`config.mk`:
```
export PLATFORM = sky130hd
export DESIGN_NAME = thresh_search
export DESIGN_NICKNAME = d
export VERILOG_FILES = /design/src/rtl/thresh_search_pkg.sv /design/src/rtl/thresh_search.sv
export SDC_FILE = /design/constraint.sdc
export NUM_CORES = 1
export LEC_CHECK = 0
export CORE_MARGIN = 1
export CORE_UTILIZATION = 34
export CTS_BUF_LIST = sky130_fd_sc_hd__clkbuf_4 sky130_fd_sc_hd__clkbuf_8
export CTS_CLUSTER_SIZE = 16
export DETAILED_ROUTE_END_ITERATION = 16
export PLACE_DENSITY = 0.55
export SYNTH_ARGS = -nofsm -noshare
export SYNTH_HDL_FRONTEND = slang
export SYNTH_SLANG_ARGS = --single-unit
```
`constraint.sdc`:
```
create_clock -name clk -period 4.4 [get_ports clk]
set_clock_uncertainty 0.2 [all_clocks]
set_input_delay 1.1 -clock clk [delete_from_list [all_inputs] [get_ports clk]]
set_output_delay 1.1 -clock clk [all_outputs]
set_load 0.01 [all_outputs]
```
`src/rtl/thresh_search_pkg.sv`:
```
// Shared types for the threshold search controller.
// The SETTLE encoding always exists so the state width is independent of build options.
package thresh_search_pkg;

    localparam int unsigned STATE_W = 2;

    typedef enum logic [STATE_W-1:0] {
        IDLE   = 2'd0,
        SETTLE = 2'd1,
        PROBE  = 2'd2,
        DONE   = 2'd3
    } state_t;

endpackage

```
`src/rtl/thresh_search.sv`:
```
// Binary-search controller that locates the hard-wired threshold of an external comparator.
// Define THRESH_SEARCH_SETTLE_EN to add a SETTLE cycle after every probe update (registered comparators).
module thresh_search #(
    parameter int unsigned WIDTH = 8
) (
    input  logic                          clk,
    input  logic                          rst,
    input  logic                          start,
    input  logic                          eq_in,
    input  logic                          grt_in,
    output logic [WIDTH-1:0]              x_out,
    output logic                          busy,
    output logic                          done,
    output logic                          found,
    output logic [WIDTH-1:0]              result,
    output logic [$clog2(WIDTH+2)-1:0]    probes
);
    import thresh_search_pkg::*;

    localparam int unsigned PW = $clog2(WIDTH + 2);
    localparam logic [WIDTH-1:0] MAX   = '1;
    localparam logic [WIDTH-1:0] ONE   = 1;
    localparam logic [PW-1:0]    P_ONE = 1;

`ifdef THRESH_SEARCH_SETTLE_EN
    localparam state_t AFTER_UPDATE = SETTLE;
`else
    localparam state_t AFTER_UPDATE = PROBE;
`endif

    state_t           state;
    logic [WIDTH-1:0] lo, hi;
    logic [WIDTH-1:0] lo_n, hi_n, mid_n;
    logic [WIDTH:0]   sum_n;
    logic             end_n;

    // Next search window from the current comparator flags; eq has priority over grt.
    always_comb begin
        lo_n  = lo;
        hi_n  = hi;
        end_n = 1'b0;
        if (eq_in) begin
            end_n = 1'b1;
        end else if (grt_in) begin
            if (x_out == '0) end_n = 1'b1;
            else             hi_n  = x_out - ONE;
        end else begin
            if (x_out == MAX) end_n = 1'b1;
            else              lo_n  = x_out + ONE;
        end
        if (!end_n && (lo_n > hi_n)) end_n = 1'b1;
        sum_n = {1'b0, lo_n} + {1'b0, hi_n};
        mid_n = sum_n[WIDTH:1];
    end

    always_ff @(posedge clk or posedge rst) begin
        if (rst) begin
            state  <= IDLE;
            x_out  <= '0;
            busy   <= 1'b0;
            done   <= 1'b0;
            found  <= 1'b0;
            result <= '0;
            probes <= '0;
            lo     <= '0;
            hi     <= MAX;
        end else begin
            done <= 1'b0;
            case (state)
                IDLE: begin
                    if (start) begin
                        lo     <= '0;
                        hi     <= MAX;
                        x_out  <= {1'b0, MAX[WIDTH-1:1]};
                        probes <= '0;
                        found  <= 1'b0;
                        result <= '0;
                        busy   <= 1'b1;
                        state  <= AFTER_UPDATE;
                    end
                end
                SETTLE: state <= PROBE;
                PROBE: begin
                    if (probes != '1) probes <= probes + P_ONE;
                    if (eq_in) begin
                        result <= x_out;
                        found  <= 1'b1;
                    end
                    // x_out is left at the final probe value on every exit path.
                    if (end_n) begin
                        busy  <= 1'b0;
                        done  <= 1'b1;
                        state <= DONE;
                    end else begin
                        lo    <= lo_n;
                        hi    <= hi_n;
                        x_out <= mid_n;
                        state <= AFTER_UPDATE;
                    end
                end
                DONE:    state <= IDLE;
                default: state <= IDLE;
            endcase
        end
    end

endmodule

```
Word level (Yosys, flattened, before mapping)
Index checks and enable logic that the tools add are counted.
W data, S select, Z words.
{"block": "totals", "reg_bits": 41, "in_bits": 5}
{"block": "op_classes", "n_addsub": 4, "n_lt_le_gt_ge": 1, "n_eq_ne": 10, "mux": 36, "reduce_logical": 9}
{"op": "$mux W8", "n": 13}
{"op": "$pmux W8 S2", "n": 4}
{"op": "$mux W1", "n": 12}
{"op": "$reduce_and A3 Y1", "n": 4}
{"op": "$ne A2 B2 Y1 const B", "n": 5}
{"op": "$add A8 B8 Y9", "n": 1}
{"op": "$add A8 B1 Y8 const B", "n": 1}
{"op": "$eq A8 B8 Y1 const B", "n": 1}
{"op": "$gt A8 B8 Y1", "n": 1}
{"op": "$logic_not A8 Y1", "n": 1}
{"op": "$mux W4", "n": 2}
{"op": "$pmux W2 S4", "n": 1}
{"op": "$pmux W4 S2", "n": 1}
{"op": "$sub A8 B1 Y8 const B", "n": 1}
{"op": "$add A4 B1 Y4 const B", "n": 1}
{"op": "$eq A2 B2 Y1 const B", "n": 2}
{"op": "$ne A4 B4 Y1 const B", "n": 1}
{"op": "$pmux W1 S2", "n": 2}
{"op": "$eq A2 B1 Y1 const B", "n": 1}
{"op": "$logic_not A2 Y1", "n": 1}
{"op": "$mux W2", "n": 1}
{"op": "$reduce_bool A2 Y1", "n": 1}
{"op": "$logic_and A1 B1 Y1", "n": 1}
{"op": "$logic_not A1 Y1", "n": 1}

Longest topological paths before layout
Gate-level depths: netlist of run 1.
{"block": "logic_depth", "word_depth": 9, "ltp_mapped": 16, "depth_no_buf": 15}

Least setup slack after synthesis of run 1
Ideal clock, no wire load.
{"block": "synth_timing", "path_type": "in2reg", "startpoint": "input grt_in", "endpoint": "register x_out[6]", "setup_ns": 0.124, "arrival_ns": 3.628, "path_slack_ns": 0.448, "cell_stages": 13, "cell_sequence": "or2_2 > a31o_2 > clkbuf_1 > o21ai_0 > ha_1 > nor2_1 > nand2_1 > nor4b_1 > o2bb2a_4 > and2_4 > buf_6 > buf_6 > a2bb2oi_2"}
{"block": "synth_between", "elab_chain_cells": 7, "elab_cells_between_ends": 15}
{"item": "from (decl)", "line_no": "thresh_search.sv:10", "rtl": "input logic grt_in,"}
{"item": "$mux W8 / $mux W1 (equally long branches)", "line_no": "thresh_search.sv:44", "rtl": "end else if (grt_in) begin"}
{"item": "$mux W8 / $mux W1 (equally long branches)", "line_no": "thresh_search.sv:42", "rtl": "if (eq_in) begin"}
{"item": "$gt A8 B8 Y1 / $logic_not A1 Y1 (equally long branches)", "line_no": "thresh_search.sv:51", "rtl": "if (!end_n && (lo_n > hi_n)) end_n = 1'b1;"}
{"item": "$logic_and A1 B1 Y1", "line_no": "thresh_search.sv:51"}
{"item": "$mux W1", "line_no": "thresh_search.sv:51"}
{"item": "$ne A2 B2 Y1 (no line)"}
{"item": "$reduce_and A3 Y1 (no line)"}
{"item": "to (signal assigned)", "line_no": "thresh_search.sv:74", "rtl": "x_out <= {1'b0, MAX[WIDTH-1:1]};"}
{"item": "to (signal assigned)", "line_no": "thresh_search.sv:97", "rtl": "x_out <= mid_n;"}
{"item": "to (decl)", "line_no": "thresh_search.sv:11", "rtl": "output logic [WIDTH-1:0] x_out,"}
Parallel ways exist; a longest one is shown, timed or not. The select of a mux whose other input is x is not followed.
A chain may end at the register's enable or synchronous reset.

Worst setup path in the final report of run 1
{"block": "layout_timing", "startpoint": "input grt_in", "endpoint": "register x_out[0]"}
Same word-level chain as after synthesis.

==> flow_summary.json, run 1 <==
{
  "min_path_type": "reg -> reg",
  "critPathKind": "in -> reg",
  "cts_max_level": 2,
  "synth_top_area_share_pct": 31.28,
  "cts_setup_buffers": 0,
  "p_leak_uw": 0.001499,
  "status": "finished clean",
  "grt_overflow": 0,
  "grt_pass1_vias": 2253,
  "synth_fp_nets": 292,
  "synth-async-reset-ratio_pct": 100.0,
  "holdPathStages": 1,
  "stdcell_area_um2": 3374,
  "synth_cell_types": 48,
  "numPortBuffers": 27,
  "drc": 0,
  "ant_nets": 0,
  "reg2reg_to": "lo[3]$_DFFE_PP0P_",
  "ys_ff_latch": 41,
  "first_pass_iters": 4,
  "fin_crit_ns": 4.219,
  "fp.dieW_um": 90.12,
  "hp-start": "result[1]$_DFFE_PP0P_",
  "r2r-start": "x_out[2]$_DFFE_PP0P_",
  "cts-root-buf": "clkbuf_8",
  "synthTopCellsByCount": "dfrtp_1, nand2_1, o21ai_0",
  "max_slew.worst_pin.slew_ns": 0.5862,
  "clk_transition_reported_paths_ns": 0.08,
  "n_fill_cell": 717,
  "initial_core_util_pct": 35.82,
  "cts_buffer_depth": 2,
  "cp_max_fo": 13,
  "n_antenna_cell": 0,
  "fin_crit_sh_pct": 95.89,
  "ff2ff_path_depth": 15,
  "vias": 2152,
  "finalMaxSlewViolations": 0,
  "synth-edff-count": 0,
  "synthCells": 266,
  "die-area_um2": 8122,
  "drt_iter0_drc": 55,
  "rows": 31,
  "synth.most_common_cell": "dfrtp_1",
  "placed_cell_area_um2": 3242,
  "ctsHoldBuffers": 0,
  "areaGrowthSynthToFinish_pct": 27.82,
  "die_h_um": 90.12,
  "drv_cap": 0,
  "nets": 351,
  "finalSetupViolations": 0,
  "holdWs_ns": 0.2986,
  "grt_use_total_pct": 18.17,
  "cts_sinks": 41,
  "grt_max_degree": 30,
  "whs_endpoint": "result[1]$_DFFE_PP0P_",
  "routed_via_density": 5.064,
  "yosys-top-cells-area": "dfrtp_1, ha_1, dfstp_2, a22o_1, a2bb2oi_2",
  "antenna_found_initial": 0,
  "yosysSeqAreaShare_pct": 39.24,
  "cts_tree": "yes",
  "wl_per_cell_um": 16.00,
  "arrival_ns": 4.18,
  "synth_ff_type": "dfrtp_1",
  "slew_headroom_pct": 60.66,
  "wl_um": 6799,
  "yosys_warnings": 0,
  "power_density_nw_per_um2": 803.4,
  "hpwlAfterDp_um": 5111,
  "cts_resized": 0,
  "grt_pass1_wl_um": 11510,
  "io_pins": 28,
  "yosysTopAreaCell": "dfrtp_1",
  "worst_ep_required_time_ns": 4.36,
  "endpoint_kind": "register",
  "drive_gt1_share_pct": 23.01,
  "fmax_ghz": 0.2370,
  "core-area_um2": 7370,
  "gp_congestion": 0.7871,
  "final-hold-violation-count": 0,
  "syn_avg_cell_area_um2": 9.925,
  "clk_latency_ns": 0.30,
  "irDropWorstVdd_v": 0.0002121,
  "cts_made_buffers": 5,
  "synth.cell_area_um2": 2640,
  "r2r_slack_ns": 0.61,
  "grt_setup_unrepaired": "no",
  "start_kind": "input port"
}
## cell families after synthesis
| family | synth area share (%) |
|---|---|
| multiplexers | 1.137 |
| buffers and inverters | 5.971 |
| XOR/XNOR | 5.308 |
| flip-flops | 39.24 |
| adder cells (fa/ha/maj) | 10.24 |
| AND/OR/NAND/NOR | 13.22 |
| AO/OA/AOI/OAI | 24.88 |
## cell type report
type	instances	area, um2	area share (%)
Clock inverter	2	37.54	1.112
Sequential cell	41	1036	30.70
Clock buffer	6	82.58	2.447
Inverter	18	67.56	2.002
Timing Repair Buffer	65	568.0	16.83
Tap cell	99	123.9	3.671
Multi-Input combinational cell	194	1459	43.23
## critical path: stages
cell,delay (ns)
clkdlybuf4s50_1,0.42
or2_2,0.32
a31o_2,0.30
buf_4,0.16
mux2i_1,0.18
inv_1,0.12
ha_1,0.35
o21bai_1,0.19
a221oi_2,0.09
o211a_1,0.22
o2bb2a_4,0.22
o21ai_1,0.27
buf_12,0.17
a22oi_2,0.07
## layout by cell type (no fill, tap or decap), types with 2 or more instances in the layout
cell,count
buf_4,37
a22o_1,16
clkbuf_8,6
o21ai_1,4
ha_1,20
dfrtp_1,33
o21ai_0,20
nand2_1,27
nand3_1,4
a21oi_1,13
o22a_1,4
xnor2_1,10
nand4_1,2
and2_1,2
a22oi_2,2
mux2i_1,3
xor2_1,6
nor2_1,20
clkdlybuf4s50_1,27
o21bai_1,2
or2_2,2
nor3_1,5
dfstp_2,8
nor2b_1,3
inv_1,17
a2bb2oi_2,8
and3_1,2
## report_power, final
| group | internal, uW | total [uW] | switching [uW] |
|---|---|---|---|
| Sequential | 534 | 687 | 153 |
| Combinational | 856 | 1700 | 839 |
| Clock | 185 | 329 | 144 |
## metal layers
metal	wire length [um]	up-vias	global-route usage (%)	share of wire [%]
li1	-	1051	-	-
met1	3242	1044	23.88	48
met3	174	12	3.384	2.6
met5	0	-	0	0
met2	3283	45	30.28	48
met4	99	0	5.511	1.5
## worst max path at each step
stage / start / endpoint / slack, ns / depth (start not counted)
finish: grt_in / x_out[0]$_DFFE_PP0P_ / 0.18 / 14
CTS: grt_in / lo[3]$_DFFE_PP0P_ / 0.08 / 13
global route: grt_in / lo[1]$_DFFE_PP0P_ / 0.006 / 14
floorplan: grt_in / x_out[6]$_DFFE_PP0P_ / 0.45 / 13
global placement: grt_in / lo[0]$_DFFE_PP0P_ / -0.17 / 13
detailed placement: grt_in / lo[5]$_DFFE_PP0P_ / -0.22 / 13
## through the flow
stage	util, %	TNS (ns)	power, uW	setup slack [ns]	instances
after floorplan	-	0	1753	0.4482	266
after global placement	43.99	-2.755	2378	-0.1736	417
after detailed placement	43.99	-3.366	2383	-0.2201	417
after CTS	45.62	0	2722	0.08345	425
after global routing	45.79	0	2932	0.005878	425
final	45.79	0	2711	0.1811	425
## state kept, by name, summed over array words and instances, names as in the netlist
name    flops
busy        1
found       1
state       2
result      8
done        1
x_out       8
probes      4
hi          8
lo          8
Power figures use the tool's default switching activity.
==> run 2, diff against run 1 <==
CORE_MARGIN = 5   (was 1)
==> flow_summary.json, run 2 (synthesis gave the netlist of run 1 again) <==
{
  "cts_sinks": 41,
  "fp.dieW_um": 98.12,
  "numPortBuffers": 27,
  "initial_core_util_pct": 34.52,
  "min_path_type": "reg -> reg",
  "finalMaxSlewViolations": 0,
  "cp_max_fo": 13,
  "n_fill_cell": 759,
  "arrival_ns": 4.18,
  "areaGrowthSynthToFinish_pct": 25.21,
  "holdPathStages": 1,
  "grt_pass1_vias": 2119,
  "mostFrequentLayoutCell": "buf_4",
  "fin_util_pct": 43.23,
  "holdWs_ns": 0.3034,
  "fin_crit_sh_pct": 95.26,
  "r2r-start": "x_out[0]$_DFFE_PP0P_",
  "start_kind": "input port",
  "endpoint_kind": "register",
  "clk_latency_ns": 0.29,
  "drc": 0,
  "slew_headroom_pct": 58.37,
  "die_h_um": 98.12,
  "layout_setup_ws_ns": 0.2085,
  "cts_resized": 0,
  "clk_transition_reported_paths_ns": 0.08,
  "grt_pass1_wl_um": 10810,
  "power_density_nw_per_um2": 787.1,
  "setup.worst_path.start": "grt_in",
  "grt_max_degree": 42,
  "cts-root-buf": "clkbuf_8",
  "drt_iter0_drc": 64,
  "ant_nets": 0,
  "ff2ff_path_depth": 15,
  "n_antenna_cell": 0,
  "ctsHoldBuffers": 0,
  "fmax_ghz": 0.2386,
  "worst_ep_required_time_ns": 4.39,
  "wl_um": 6367,
  "rows": 32,
  "wl_per_cell_um": 15.02,
  "reg2reg_to": "lo[2]$_DFFE_PP0P_",
  "final-hold-violation-count": 0,
  "cts_max_level": 2,
  "cts_made_buffers": 5,
  "hpwlAfterDp_um": 4876,
  "fin_crit_ns": 4.191,
  "cts_buffer_depth": 2,
  "finalPower_uw": 2602,
  "cts_tree": "yes",
  "grt_use_total_pct": 13.88,
  "status": "finished clean",
  "grt_setup_unrepaired": "no",
  "finalSetupViolations": 0,
  "p_leak_uw": 0.001453,
  "critPathKind": "in -> reg",
  "drive_gt1_share_pct": 22.05,
  "drv_cap": 0,
  "vias": 2093,
  "max_slew.worst_pin.slew_ns": 0.6203,
  "die-area_um2": 9628,
  "grt_overflow": 0,
  "routed_via_density": 4.936,
  "io_pins": 28,
  "core-area_um2": 7647,
  "antenna_found_initial": 0,
  "r2r_slack_ns": 0.72,
  "post-place-ws_ns": -0.1516,
  "cts_setup_buffers": 0,
  "nets": 347,
  "layout_common_cells": "buf_4, dfrtp_1, nand2_1, clkdlybuf4s50_1, o21ai_0",
  "irDropWorstVdd_v": 0.0002764,
  "gp_congestion": 0.8993,
  "endpoint": "x_out[4]$_DFFE_PP0P_",
  "first_pass_iters": 4
}
==> run 2: cell types whose count changed in the layout (fill, tap and decap cells not counted), sizes merged <==
cell,change
buf,-4
clkinv,+2
bufinv,-1
clkbuf,-1
==> run 2: worst min-delay path by stage <==
stage / start / slack [ns] / endpoint
2_1_floorplan: lo[6]$_DFFE_PP0P_ / 0.27 / lo[6]$_DFFE_PP0P_
3_3_place_gp: result[5]$_DFFE_PP0P_ / 0.28 / result[5]$_DFFE_PP0P_
3_5_place_dp: result[7]$_DFFE_PP0P_ / 0.28 / result[7]$_DFFE_PP0P_
4_1_cts: result[6]$_DFFE_PP0P_ / 0.31 / result[6]$_DFFE_PP0P_
5_1_grt: result[2]$_DFFE_PP0P_ / 0.32 / result[2]$_DFFE_PP0P_
6_report: result[7]$_DFFE_PP0P_ / 0.30 / result[7]$_DFFE_PP0P_
==> run 2: routing by layer <==
| metal | global-route usage (%) | wire length, um | vias to the layer above | part of all wire (%) |
|---|---|---|---|---|
| met5 | 0 | 0 | - | 0 |
| met4 | 3.514 | 80 | 0 | 1.3 |
| met3 | 2.786 | 260 | 8 | 4.1 |
| met2 | 21.62 | 2848 | 36 | 45 |
| met1 | 19.73 | 3178 | 1005 | 50 |
| li1 | - | - | 1044 | - |
==> run 2: worst max-delay path: stages <==
cell,delay (ns)
clkdlybuf4s50_1,0.43
or2_2,0.32
a31o_2,0.31
o21ai_0,0.41
ha_1,0.33
buf_4,0.16
inv_1,0.10
a221oi_1,0.10
o211a_1,0.23
o2bb2a_4,0.22
o21a_4,0.27
o22a_1,0.21
==> run 2: stage by stage <==
| stage | cells | cell area, um2 | TNS (ns) |
|---|---|---|---|
| 3_5_place_dp | 416 | 3203 | -2.266 |
| 5_1_grt | 424 | 3306 | 0 |
| 2_1_floorplan | 266 | 2640 | 0 |
| 4_1_cts | 424 | 3289 | 0 |
| 6_report | 424 | 3306 | 0 |
| 3_3_place_gp | 416 | 3203 | -0.5594 |
==> run 2: final cells by class <==
class / instances / area (um2) / area share, %
tap: 102 / 127.6 / 3.861
timing repair buffer: 61 / 525.5 / 15.90
sequential: 41 / 1036 / 31.34
clock inverter: 3 / 17.52 / 0.5299
multi-input combinational: 194 / 1463 / 44.25
clock buffer: 5 / 68.82 / 2.082
inverter: 18 / 67.56 / 2.044
==> run 2: where the power goes <==
part           internal (uW)  leakage (uW)  switching [uW]  total, uW
Combinational            839      0.000923             827       1670
Clock                    110     0.0000439             140        250
Sequential               534      0.000486             152        686
==> run 3, diff against run 2 <==
CELL_PAD_IN_SITES_DETAIL_PLACEMENT = 1   (was default)
CELL_PAD_IN_SITES_GLOBAL_PLACEMENT = 1   (was default)
PLACE_DENSITY = 0.66   (was 0.55)
==> flow_summary.json, run 3 (synthesis gave the netlist of run 1 again) <==
{
  "grt_pass1_vias": 2319,
  "wl_um": 7164,
  "fin_crit_ns": 4.228,
  "max_slew.worst_pin.slew_ns": 0.6653,
  "mostFrequentLayoutCell": "buf_4",
  "vias": 2154,
  "finalSetupViolations": 0,
  "routed_via_density": 5.021,
  "start_kind": "input port",
  "die_h_um": 98.12,
  "grt_use_total_pct": 15.69,
  "fp.dieW_um": 98.12,
  "arrival_ns": 4.21,
  "fin_crit_sh_pct": 96.08,
  "ctsHoldBuffers": 0,
  "r2r-start": "x_out[0]$_DFFE_PP0P_",
  "critPathKind": "in -> reg",
  "cts_sinks": 41,
  "cts_max_level": 2,
  "critPathMaxStageDelay_ns": 0.42,
  "hp-start": "result[2]$_DFFE_PP0P_",
  "cts_tree": "yes",
  "wl_per_cell_um": 16.70,
  "crit_cells": 13,
  "hpwlAfterDp_um": 5614,
  "initial_core_util_pct": 34.52,
  "nets": 352,
  "io_pins": 28,
  "worst_ep_required_time_ns": 4.38,
  "grt_overflow": 0,
  "cts_made_buffers": 5,
  "areaGrowthSynthToFinish_pct": 29.38,
  "slowest_stage": "clkdlybuf4s50_1",
  "gp_congestion": 0.8300,
  "fmax_ghz": 0.2365,
  "reg2reg_to": "x_out[5]$_DFFE_PP0P_",
  "cp_num_buf_inv": 3,
  "status": "finished clean",
  "ff2ff_path_depth": 14,
  "n_antenna_cell": 0,
  "r2r_slack_ns": 0.68,
  "clk_latency_ns": 0.30,
  "drc": 0,
  "numPortBuffers": 27,
  "cts_buffer_depth": 2,
  "cp_max_fo": 13,
  "drt_iter0_drc": 80,
  "grt_setup_unrepaired": "no",
  "placed_cell_area_um2": 3278,
  "ant_nets": 0,
  "slew_headroom_pct": 55.60,
  "grt_pass1_wl_um": 12030,
  "final-hold-violation-count": 0,
  "rows": 32,
  "stdcell_area_um2": 3416,
  "finalSetupTns_ns": 0,
  "min_path_type": "reg -> reg",
  "core-area_um2": 7647,
  "path_cells": "clkdlybuf4s50_1, or2_2, a31o_2, buf_4, mux2i_2, inv_1, ha_1, o21bai_1, a221oi_2, o211a_1, o2bb2a_4, o21a_4, o22a_1",
  "first_pass_iters": 4,
  "p_leak_uw": 0.001509,
  "endpoint": "x_out[5]$_DFFE_PP0P_",
  "layout_common_cells": "buf_4, dfrtp_1, nand2_1, clkdlybuf4s50_1",
  "crit_family": "compound AO/OA/AOI/OAI gates",
  "die-area_um2": 9628,
  "setup.worst_path.start": "grt_in",
  "drv_cap": 0,
  "drive_gt1_share_pct": 23.55,
  "irDropWorstVdd_v": 0.0002771,
  "n_fill_cell": 864,
  "antenna_found_initial": 0,
  "power_density_nw_per_um2": 817.5,
  "finalMaxSlewViolations": 0,
  "cts-root-buf": "clkbuf_8",
  "endpoint_kind": "register",
  "grt_max_degree": 26,
  "clk_transition_reported_paths_ns": 0.09,
  "fin_util_pct": 44.67
}
run 3: cell count changes in the layout (fill, tap and decap cells not counted), sizes merged:
cell	previous run	this run
bufinv	0	1
clkinv	2	0
clkbuf	5	6
buf	34	39
run 3: metrics by stage:
| stage | instances | power [uW] | hold slack (ns) | setup WS (ns) |
|---|---|---|---|---|
| global route | 429 | 3025 | 0.3193 | 0.01219 |
| CTS | 429 | 2807 | 0.3084 | 0.08372 |
| finish | 429 | 2792 | 0.3026 | 0.1725 |
| global placement | 421 | 2419 | 0.2846 | -0.1661 |
| detailed placement | 421 | 2462 | 0.2818 | -0.2199 |
| floorplan | 266 | 1753 | 0.2663 | 0.4482 |
run 3: per-layer routing:
| layer | track usage [%] | wire length (um) | part of all wire [%] | up-vias |
|---|---|---|---|---|
| met5 | 0 | 0 | 0 | - |
| met4 | 4.792 | 92 | 1.3 | 0 |
| met3 | 2.571 | 219 | 3.1 | 6 |
| met2 | 25.65 | 3387 | 47 | 26 |
| met1 | 21.28 | 3465 | 48 | 1064 |
| li1 | - | - | - | 1058 |
run 3: repair_timing:
item                       CTS  global route
hold endpoints to repair     0             0
setup endpoints to repair    0            12
setup buffers                0             0
resized for setup            0             6
run 3: worst min path at each step:
stage | end | cells after the start
after CTS | result[2]$_DFFE_PP0P_ | 1
after floorplan | lo[6]$_DFFE_PP0P_ | 1
final | result[2]$_DFFE_PP0P_ | 1
after global placement | result[3]$_DFFE_PP0P_ | 1
after global routing | result[5]$_DFFE_PP0P_ | 1
after detailed placement | result[5]$_DFFE_PP0P_ | 1
run 3: worst reg2reg max path, delay by kind of cell, from the launching register on:
family | cells | cell delay (ns)
AOI/OAI and AO/OA | 7 | 1.54
muxes | 1 | 0.23
DFF | 1 | 0.50
adders and majority gates | 2 | 0.62
and+or+nand+nor | 2 | 0.22
buffers and inverters | 2 | 0.29
run 3: power by group:
group / leakage, uW / internal, uW / total (uW) / switching [uW]
clock network: 0.0000574 / 185 / 326 / 141
registers: 0.000486 / 534 / 690 / 156
logic: 0.000965 / 895 / 1780 / 882
total: 0.00151 / 1610 / 2790 / 1180
run 3: final cells by class:
type                       count  area [um2]  share of cell area [%]
multi-input combinational    194        1460                   42.75
timing repair buffer          66       604.3                   17.69
clock buffer                   6       82.58                   2.418
tap                          102       127.6                   3.736
inverter                      18       67.56                   1.978
sequential                    41        1036                   30.33
clock inverter                 2       37.54                   1.099
